## src/rtl/mc_control_pkg.sv

```systemverilog
`default_nettype none
// ============================================================================
//  Module      : mc_control_pkg
//  Description : Shared encodings for the multi-cycle MIPS control unit:
//                FSM states, OpCode/Funct values, datapath mux selects and
//                the instruction classes produced by the decoder.
//  Revision    : 1.0  initial release
// ============================================================================
package mc_control_pkg;

  // FSM states; values are visible on the debug state port
  typedef enum logic [2:0] {
    S_IF  = 3'd0,
    S_ID  = 3'd1,
    S_EX  = 3'd2,
    S_MEM = 3'd3,
    S_WB  = 3'd4
  } state_e;

  // Instruction classes produced by mc_decode
  typedef enum logic [3:0] {
    C_RTYPE   = 4'd0,
    C_SHIFT   = 4'd1,
    C_IALU    = 4'd2,
    C_LUI     = 4'd3,
    C_LW      = 4'd4,
    C_SW      = 4'd5,
    C_BEQ     = 4'd6,
    C_J       = 4'd7,
    C_JAL     = 4'd8,
    C_JR      = 4'd9,
    C_JALR    = 4'd10,
    C_ILLEGAL = 4'd11
  } instr_class_e;

  // OpCode values
  localparam logic [5:0] OP_RTYPE = 6'h00;
  localparam logic [5:0] OP_J     = 6'h02;
  localparam logic [5:0] OP_JAL   = 6'h03;
  localparam logic [5:0] OP_BEQ   = 6'h04;
  localparam logic [5:0] OP_ADDI  = 6'h08;
  localparam logic [5:0] OP_ADDIU = 6'h09;
  localparam logic [5:0] OP_SLTI  = 6'h0a;
  localparam logic [5:0] OP_SLTIU = 6'h0b;
  localparam logic [5:0] OP_ANDI  = 6'h0c;
  localparam logic [5:0] OP_LUI   = 6'h0f;
  localparam logic [5:0] OP_LW    = 6'h23;
  localparam logic [5:0] OP_SW    = 6'h2b;

  // Funct values for OpCode 00
  localparam logic [5:0] FN_SLL  = 6'h00;
  localparam logic [5:0] FN_SRL  = 6'h02;
  localparam logic [5:0] FN_SRA  = 6'h03;
  localparam logic [5:0] FN_JR   = 6'h08;
  localparam logic [5:0] FN_JALR = 6'h09;
  localparam logic [5:0] FN_ADD  = 6'h20;
  localparam logic [5:0] FN_ADDU = 6'h21;
  localparam logic [5:0] FN_SUB  = 6'h22;
  localparam logic [5:0] FN_SUBU = 6'h23;
  localparam logic [5:0] FN_AND  = 6'h24;
  localparam logic [5:0] FN_OR   = 6'h25;
  localparam logic [5:0] FN_XOR  = 6'h26;
  localparam logic [5:0] FN_NOR  = 6'h27;
  localparam logic [5:0] FN_SLT  = 6'h2a;
  localparam logic [5:0] FN_SLTU = 6'h2b;

  // RegDst selects
  localparam logic [1:0] REGDST_RT = 2'd0;
  localparam logic [1:0] REGDST_RD = 2'd1;
  localparam logic [1:0] REGDST_RA = 2'd2;

  // MemtoReg selects
  localparam logic [1:0] M2R_ALUOUT = 2'd0;
  localparam logic [1:0] M2R_MDR    = 2'd1;
  localparam logic [1:0] M2R_PC     = 2'd2;

  // ALUSrcA selects
  localparam logic [1:0] SRCA_PC    = 2'd0;
  localparam logic [1:0] SRCA_RS    = 2'd1;
  localparam logic [1:0] SRCA_SHAMT = 2'd2;

  // ALUSrcB selects
  localparam logic [1:0] SRCB_RT     = 2'd0;
  localparam logic [1:0] SRCB_FOUR   = 2'd1;
  localparam logic [1:0] SRCB_IMM    = 2'd2;
  localparam logic [1:0] SRCB_IMMSH2 = 2'd3;

  // PCSource selects
  localparam logic [1:0] PCSRC_ALU    = 2'd0;
  localparam logic [1:0] PCSRC_ALUOUT = 2'd1;
  localparam logic [1:0] PCSRC_JUMP   = 2'd2;
  localparam logic [1:0] PCSRC_RS     = 2'd3;

  // ALUOp selects
  localparam logic [1:0] ALUOP_ADD   = 2'd0;
  localparam logic [1:0] ALUOP_SUB   = 2'd1;
  localparam logic [1:0] ALUOP_FUNCT = 2'd2;
  localparam logic [1:0] ALUOP_OPC   = 2'd3;

endpackage
`default_nettype wire

```

## src/rtl/mc_decode.sv

```systemverilog
`default_nettype none
// ============================================================================
//  Module      : mc_decode
//  Description : Combinational classifier of OpCode/Funct into an instruction
//                class, plus immediate extension and lui controls.
//  Revision    : 1.0  initial release
// ============================================================================
module mc_decode
  import mc_control_pkg::*;
(
  input  logic [5:0]   opcode,
  input  logic [5:0]   funct,
  output instr_class_e cls,
  output logic         ext_op,
  output logic         lu_op
);

  // Map the opcode (and funct for R-type) onto an instruction class
  always_comb begin
    cls = C_ILLEGAL;
    case (opcode)
      OP_RTYPE: begin
        case (funct)
          FN_SLL, FN_SRL, FN_SRA:                 cls = C_SHIFT;
          FN_JR:                                  cls = C_JR;
          FN_JALR:                                cls = C_JALR;
          FN_ADD, FN_ADDU, FN_SUB, FN_SUBU,
          FN_AND, FN_OR, FN_XOR, FN_NOR,
          FN_SLT, FN_SLTU:                        cls = C_RTYPE;
          default:                                cls = C_ILLEGAL;
        endcase
      end
      OP_LW:                                      cls = C_LW;
      OP_SW:                                      cls = C_SW;
      OP_LUI:                                     cls = C_LUI;
      OP_ADDI, OP_ADDIU, OP_ANDI, OP_SLTI,
      OP_SLTIU:                                   cls = C_IALU;
      OP_BEQ:                                     cls = C_BEQ;
      OP_J:                                       cls = C_J;
      OP_JAL:                                     cls = C_JAL;
      default:                                    cls = C_ILLEGAL;
    endcase
  end

  // Zero-extend for andi and the logical shifts; sign-extend everything else
  always_comb begin
    ext_op = 1'b1;
    if (opcode == OP_ANDI)
      ext_op = 1'b0;
    else if (opcode == OP_RTYPE && (funct == FN_SLL || funct == FN_SRL))
      ext_op = 1'b0;
  end

  assign lu_op = (opcode == OP_LUI);

endmodule
`default_nettype wire

```

## src/rtl/mc_control.sv

```systemverilog
`default_nettype none
// ============================================================================
//  Module      : mc_control
//  Description : Multi-cycle MIPS control FSM (IF/ID/EX/MEM/WB) driving the
//                datapath enables and mux selects, with retire and illegal
//                instruction pulses.
//  Revision    : 1.0  initial release
// ============================================================================
module mc_control
  import mc_control_pkg::*;
(
  input  logic       clk,
  input  logic       reset,
  input  logic [5:0] OpCode,
  input  logic [5:0] Funct,
  input  logic       Zero,
  input  logic       mem_ready,
  output logic       PCWrite,
  output logic       PCWriteCond,
  output logic       IorD,
  output logic       MemRead,
  output logic       MemWrite,
  output logic       IRWrite,
  output logic       RegWrite,
  output logic       ExtOp,
  output logic       LuOp,
  output logic [1:0] RegDst,
  output logic [1:0] MemtoReg,
  output logic [1:0] ALUSrcA,
  output logic [1:0] ALUSrcB,
  output logic [1:0] PCSource,
  output logic [1:0] ALUOp,
  output logic [2:0] state,
  output logic       instr_done,
  output logic       illegal
);

  state_e       state_q;
  state_e       state_d;
  instr_class_e cls;

  mc_decode u_decode (
    .opcode (OpCode),
    .funct  (Funct),
    .cls    (cls),
    .ext_op (ExtOp),
    .lu_op  (LuOp)
  );

  assign state = state_q;

  // State register; reset returns to IF regardless of any pending transition
  always_ff @(posedge clk) begin
    if (reset)
      state_q <= S_IF;
    else
      state_q <= state_d;
  end

  // Next-state and control outputs; everything held inactive during reset
  always_comb begin
    state_d     = state_q;
    PCWrite     = 1'b0;
    PCWriteCond = 1'b0;
    IorD        = 1'b0;
    MemRead     = 1'b0;
    MemWrite    = 1'b0;
    IRWrite     = 1'b0;
    RegWrite    = 1'b0;
    RegDst      = REGDST_RT;
    MemtoReg    = M2R_ALUOUT;
    ALUSrcA     = SRCA_PC;
    ALUSrcB     = SRCB_RT;
    PCSource    = PCSRC_ALU;
    ALUOp       = ALUOP_ADD;
    instr_done  = 1'b0;
    illegal     = 1'b0;
    if (!reset) begin
      case (state_q)
        S_IF: begin
          MemRead = 1'b1;
          ALUSrcB = SRCB_FOUR;
          if (mem_ready) begin
            IRWrite = 1'b1;
            PCWrite = 1'b1;
            state_d = S_ID;
          end
        end
        S_ID: begin
          // Branch target is computed here speculatively into ALUOut
          ALUSrcB = SRCB_IMMSH2;
          state_d = S_IF;
          case (cls)
            C_J: begin
              PCWrite    = 1'b1;
              PCSource   = PCSRC_JUMP;
              instr_done = 1'b1;
            end
            C_JAL: begin
              PCWrite    = 1'b1;
              PCSource   = PCSRC_JUMP;
              RegWrite   = 1'b1;
              RegDst     = REGDST_RA;
              MemtoReg   = M2R_PC;
              instr_done = 1'b1;
            end
            C_JR: begin
              PCWrite    = 1'b1;
              PCSource   = PCSRC_RS;
              instr_done = 1'b1;
            end
            C_JALR: begin
              PCWrite    = 1'b1;
              PCSource   = PCSRC_RS;
              RegWrite   = 1'b1;
              RegDst     = REGDST_RD;
              MemtoReg   = M2R_PC;
              instr_done = 1'b1;
            end
            C_ILLEGAL: illegal = 1'b1;
            default:   state_d = S_EX;
          endcase
        end
        S_EX: begin
          ALUSrcA = SRCA_RS;
          state_d = S_IF;
          case (cls)
            C_RTYPE: begin
              ALUOp   = ALUOP_FUNCT;
              state_d = S_WB;
            end
            C_SHIFT: begin
              ALUSrcA = SRCA_SHAMT;
              ALUOp   = ALUOP_FUNCT;
              state_d = S_WB;
            end
            C_IALU, C_LUI: begin
              ALUSrcB = SRCB_IMM;
              ALUOp   = ALUOP_OPC;
              state_d = S_WB;
            end
            C_LW, C_SW: begin
              ALUSrcB = SRCB_IMM;
              state_d = S_MEM;
            end
            C_BEQ: begin
              ALUOp       = ALUOP_SUB;
              PCWriteCond = 1'b1;
              PCWrite     = Zero;
              PCSource    = PCSRC_ALUOUT;
              instr_done  = 1'b1;
            end
            default: state_d = S_IF;
          endcase
        end
        S_MEM: begin
          // Request is held until memory signals completion
          IorD = 1'b1;
          if (cls == C_SW) begin
            MemWrite = 1'b1;
            if (mem_ready) begin
              instr_done = 1'b1;
              state_d    = S_IF;
            end
          end else begin
            MemRead = 1'b1;
            if (mem_ready)
              state_d = S_WB;
          end
        end
        S_WB: begin
          RegWrite   = 1'b1;
          instr_done = 1'b1;
          state_d    = S_IF;
          case (cls)
            C_LW:            MemtoReg = M2R_MDR;
            C_RTYPE, C_SHIFT: RegDst  = REGDST_RD;
            default:         RegDst   = REGDST_RT;
          endcase
        end
        default: state_d = S_IF;
      endcase
    end
  end

endmodule
`default_nettype wire

```

## config.mk

```make
export PLATFORM = sky130hd
export DESIGN_NAME = mc_control
export DESIGN_NICKNAME = d
export VERILOG_FILES = /design/src/rtl/mc_control_pkg.sv /design/src/rtl/mc_decode.sv /design/src/rtl/mc_control.sv
export SDC_FILE = /design/constraint.sdc
export NUM_CORES = 1
export LEC_CHECK = 0
export CORE_AREA = 4 4 50 52
export DETAILED_ROUTE_END_ITERATION = 12
export DIE_AREA = 0 0 54 56
export PLACE_DENSITY = 0.78
export SYNTH_ARGS = -nofsm -noshare
export SYNTH_HDL_FRONTEND = slang
export SYNTH_SLANG_ARGS = --single-unit
```

## constraint.sdc

```tcl
create_clock -name clk -period 6.68 [get_ports clk]
set_input_delay 1.336 -clock clk [delete_from_list [all_inputs] [get_ports clk]]
set_output_delay 1.336 -clock clk [all_outputs]
set_load 0.01 [all_outputs]
```

# After elaboration in Yosys (flattened, before gate mapping)
# Memory sizes are Yosys's and may differ from the RTL's.
# Index checks and enable logic that the tools add are counted.
[word_totals]
out_inout_bits = 26
n_memories = 1
romBits = 192
reg_bits = 3
[memory_table]
columns = ["name", "depth", "word_bits", "rd", "rd_clocked_by_memory_dff", "wr", "line", "source"]
rows = [
  ["(no name shown)", 64, 3, 1, 0, 0, "mc_decode.sv:23", "case (funct)"],
]
[op_classes]
n_reduce_logical = 18
eq_ne = 29
n_mux = 58
[ops]
columns = ["op", "n"]
rows = [
  ["== test 6 x 4 -> 1 bit, second input constant", 6],
  ["one-hot mux 4 bit (8 select lines)", 1],
  ["2-to-1 mux 1 bit", 28],
  ["2-to-1 mux 2 bit", 12],
  ["one-hot mux 2 bit (2 select lines)", 5],
  ["== test 6 x 2 -> 1 bit, second input constant", 3],
  ["== test 4 x 3 -> 1 bit, second input constant", 4],
  ["== test 4 bit, second input constant", 4],
  ["== test 6 bit, second input constant", 2],
  ["zero test 6 bit", 2],
  ["2-to-1 mux 3 bit", 4],
  ["one-hot mux 2 bit (3 select lines)", 2],
  ["one-hot mux 3 bit (4 select lines)", 1],
  ["OR reduction 2 bit", 6],
  ["OR reduction 4 bit", 3],
  ["OR reduction 5 bit", 2],
  ["== test 4 x 2 -> 1 bit, second input constant", 2],
  ["== test 3 x 2 -> 1 bit, second input constant", 2],
  ["== test 6 x 3 -> 1 bit, second input constant", 1],
  ["one-hot mux 3 bit (2 select lines)", 1],
  ["== test 4 x 1 -> 1 bit, second input constant", 1],
  ["zero test 4 bit", 1],
  ["inequality test 2 bit, second input constant", 2],
  ["one-hot mux 1 bit (2 select lines)", 2],
  ["8 further kinds", 8],
]

# Longest topological paths before layout
[logic_depth]
depth_word = 8
depth_mapped = 7
mapped_depth_nobuf = 6

# Hierarchy
# From an unflattened synthesis, not the netlist that was laid out.
[unflattened]
hier_cells = 123
area_unflattened_um2 = 855.8
[modules_own_cells]
columns = ["mod", "area_each_um2", "seq_area_each_um2", "cells_per_inst", "n_inst"]
rows = [
  ["mc_control", 549.3, 60.1, 76, 1],
  ["mc_decode", 306.5, 0.0, 47, 1],
]

# Worst setup path before layout
# Ideal clock, no wire load.
[synth_timing]
path_type = "input -> output"
startpoint = "input OpCode[4]"
endpoint = "output PCWrite"
setup_slack_ps = 2231
arrival_time_ps = 3113
path_stages = 7
t_required_ps = 5344
cell_sequence = "buf_2 or4_1 nor3_2 a32oi_2 nand2b_1 a31oi_1 or3_1"
[synth_between]
elab_chain_cells = 8
[synth_rtl]
columns = ["item", "line", "source"]
rows = [
  ["start, declared", "mc_control.sv:14", "input logic [5:0] OpCode,"],
  ["== test 6 x 4 -> 1 bit", "mc_decode.sv:21", "case (opcode)"],
  ["OR reduction 5 bit", "mc_decode.sv:21", ""],
  ["one-hot mux 4 bit (8 select lines) *", "mc_decode.sv:21", ""],
  ["== test 4 bit or == test 4 x 3 -> 1 bit (tied branches)", "mc_control.sv:93", "case (cls)"],
  ["OR reduction 4 bit (no source line)", "--", ""],
  ["2-to-1 mux 1 bit", "mc_control.sv:93", ""],
  ["one-hot mux 1 bit (3 select lines) *", "mc_control.sv:79", "case (state_q)"],
  ["2-to-1 mux 1 bit *", "mc_control.sv:78", "if (!reset) begin"],
  ["end, declared", "mc_control.sv:18", "output logic PCWrite,"],
]
# Mark *: on every way between the ends. The rest lies on a longest branch, timed or not.

# Final worst setup path
# Ends and elaborated chain as after synthesis.

==> results.toml <==
[timing]
max_slew.worst_pin.slew_ns = 0.531
rsz0062_at_grt = "false"
fin_crit_sh_pct = 83.4
tns_ns = 0
maxSlewViolCount = 0
fin_skew_ns = 0.00326
maxSlewHeadroom_pct = 64.3
hold_viol_final = 0
post-route-min-period_ns = 5.57
setup_viol = 0
timing.fmax_ghz = 0.180

[finish]
fin_cells = 184
n_antenna_cell = 0
syn2layout_area_growth_pct = 54.3
fin_util_pct = 56.7
largest_reg_flops = 3
drive_gt1_share_pct = 7.69
fin_nets = 173

[floorplanning]
core-area_um2 = 2110
fp.dieH_um = 56
dieArea_um2 = 3020
io_pins = 42
row_count = 17
start_util_pct = 36.8
die-width_um = 54

[grt]
grt_start_max_net_pins = 14
grt_usage_pct = 18.0
grt_pass1_vias = 947
grt_pass1_wl_um = 4220
grt.overflow.total = 0
antenna_found_initial = 0

[placed_design]
dp_hpwl_um = 2130
place_congestion = 0.847
portBuffers = 41
dp_cells = 180

[setup_path]
worst_ep_arrival_time_ns = 4.23
crit_fanout = 9
regToRegEndpoint = "state[1]"
reg2regPathDepth = 4
worstReg2RegStart = "state[1]"
start_kind = "primary input"
regToRegSetupSlack_ns = 5.34
setup.worst_path.end_class = "primary output"
path_class = "primary input to primary output"
critPathRequiredTime_ns = 5.34

[synth]
yosysSeqAreaShare_pct = 7.75
ys_warn_count = 0
synthFlopType = "dfxtp_1"
yosysMostFrequentCell = "nor2_1"
synth_commonest_cells = "15 x nor2_1, 13 x nand2_1, 6 x inv_1, 6 x nand3_1, 6 x nor3_1"
synth_cells = 120
syn-cell-area_um2 = 774
synth_seq_cells = 3
async_flop_share_pct = 0
synth_top_area_share_pct = 7.75
synth_edf_count = 0
synth.largest_area_cell = "dfxtp_1"
synthTopCellsByArea = "dfxtp_1 7.8%, nor2_1 7.3%, nand2_1 6.3%"
synth_cell_type_count = 40
avgSynthCellArea_um2 = 6.45
syn_nets = 136

[routing]
wirelength_um = 2580
drc = 0
first_pass_iters = 4
vias = 1037
avgRoutedWirePerCell_um = 14.0
drt_iter0_markers = 43
postRouteAntennaNets = 0
viasPerCell = 5.64

[cts]
cts_sinks = 3
clk_pin_slew_ns = 0.03
ctsHtreeMaxLevel = 1
clkLatencyLatePin_ns = 0.23
cts_buffers = 3
cts-hold-fix-buffers = 0
cts_root_buf = "clkbuf_4"
post_cts_buffers = 0
cts_resized = 0
cts_tree = "built"
clk_path_buf_depth = 2

[worst_hold_path]
hp-start = "state[1]"
min_path_type = "flip-flop to flip-flop"
hold_depth = 1
hold_path_end = "state[0]"

[flow_run]
maxCapViolCount = 0

[run_status]
status = "finished, final reports clean"

[power_and_ir_drop]
peakVddDrop_v = 0.0000905
power.density_nw_per_um2 = 80.2
leakagePower_nw = 0.382
==> worst max path at each step <==
stage	startpoint	end	slack (ns)	cells past startpoint
global route	OpCode[4]	PCWrite	0.94	8
finish	OpCode[4]	PCWrite	1.11	8
global placement	OpCode[4]	PCWrite	1.25	8
CTS	OpCode[4]	PCWrite	1.15	8
floorplan	OpCode[4]	PCWrite	2.23	7
detailed placement	OpCode[4]	PCWrite	1.14	8
==> cells in the final DEF (no fill, tap or decap), types with 2 or more instances in the layout <==
master / instances
a211o_1: 2
a21boi_0: 2
a21oi_1: 4
a22oi_1: 2
a31oi_1: 3
and2_1: 3
clkbuf_4: 3
clkdlybuf4s50_1: 41
dfxtp_1: 3
inv_1: 6
nand2_1: 13
nand2b_1: 5
nand3_1: 6
nand4b_1: 3
nor2_1: 15
nor2b_1: 2
nor3_1: 6
nor3_2: 2
nor4_1: 2
o211ai_1: 2
o21a_1: 2
o21ai_0: 3
o22ai_1: 5
or3_1: 3
or4_1: 3
==> layer usage <==
metal / vias to the layer above / share of wire (%) / global-route usage, %
li1: 515 / - / -
met1: 481 / 44 / 23.3
met2: 31 / 50 / 28.4
met3: 10 / 3.9 / 2.41
met4: 0 / 2.6 / 8.54
met5: - / 0 / 0
==> cells by family after synthesis <==
kind of cell	count (synthesis)	share of synthesized area, %
buffers and inverters	15	9.53
DFF	3	7.75
and+or+nand+nor	68	48.0
xor gates and xnor gates	1	1.13
AOI/OAI and AO/OA	33	33.6
==> power by group <==
part	total (W)	internal, W	leakage (nW)	switching (W)
clock network	0.0000309	0.0000223	0.0150	0.00000856
registers	0.0000198	0.0000186	0.0244	0.00000120
logic	0.0000452	0.0000218	0.343	0.0000234
==> worst max-delay path: stages <==
cell and delay, ns:
clkdlybuf4s50_1 0.56, or4_1 0.61, nor3_2 0.19, a32oi_2 0.26
nand2b_1 0.24, a31oi_1 0.32, or3_1 0.18, clkdlybuf4s50_1 0.53
==> final cells by class <==
| class | instances | area, um^2 |
|---|---|---|
| sequential | 3 | 60.1 |
| clock buffer | 4 | 26.3 |
| timing repair buffer | 41 | 410 |
| tap | 28 | 35.0 |
| multi-input combinational | 102 | 641 |
| inverter | 6 | 22.5 |
| fill | 200 | 911 |
==> stage by stage <==
step	total power [W]	cell area, um^2	setup slack (ns)	hold WS [ns]
after global placement	0.0000635	1170	1.25	0.571
final	0.0000959	1190	1.11	0.573
after floorplan	0.0000463	774	2.23	0.528
after detailed placement	0.0000645	1170	1.14	0.565
after global routing	0.000105	1190	0.943	0.649
after CTS	0.0000973	1190	1.15	0.574
(Power assumes the default switching activity.)
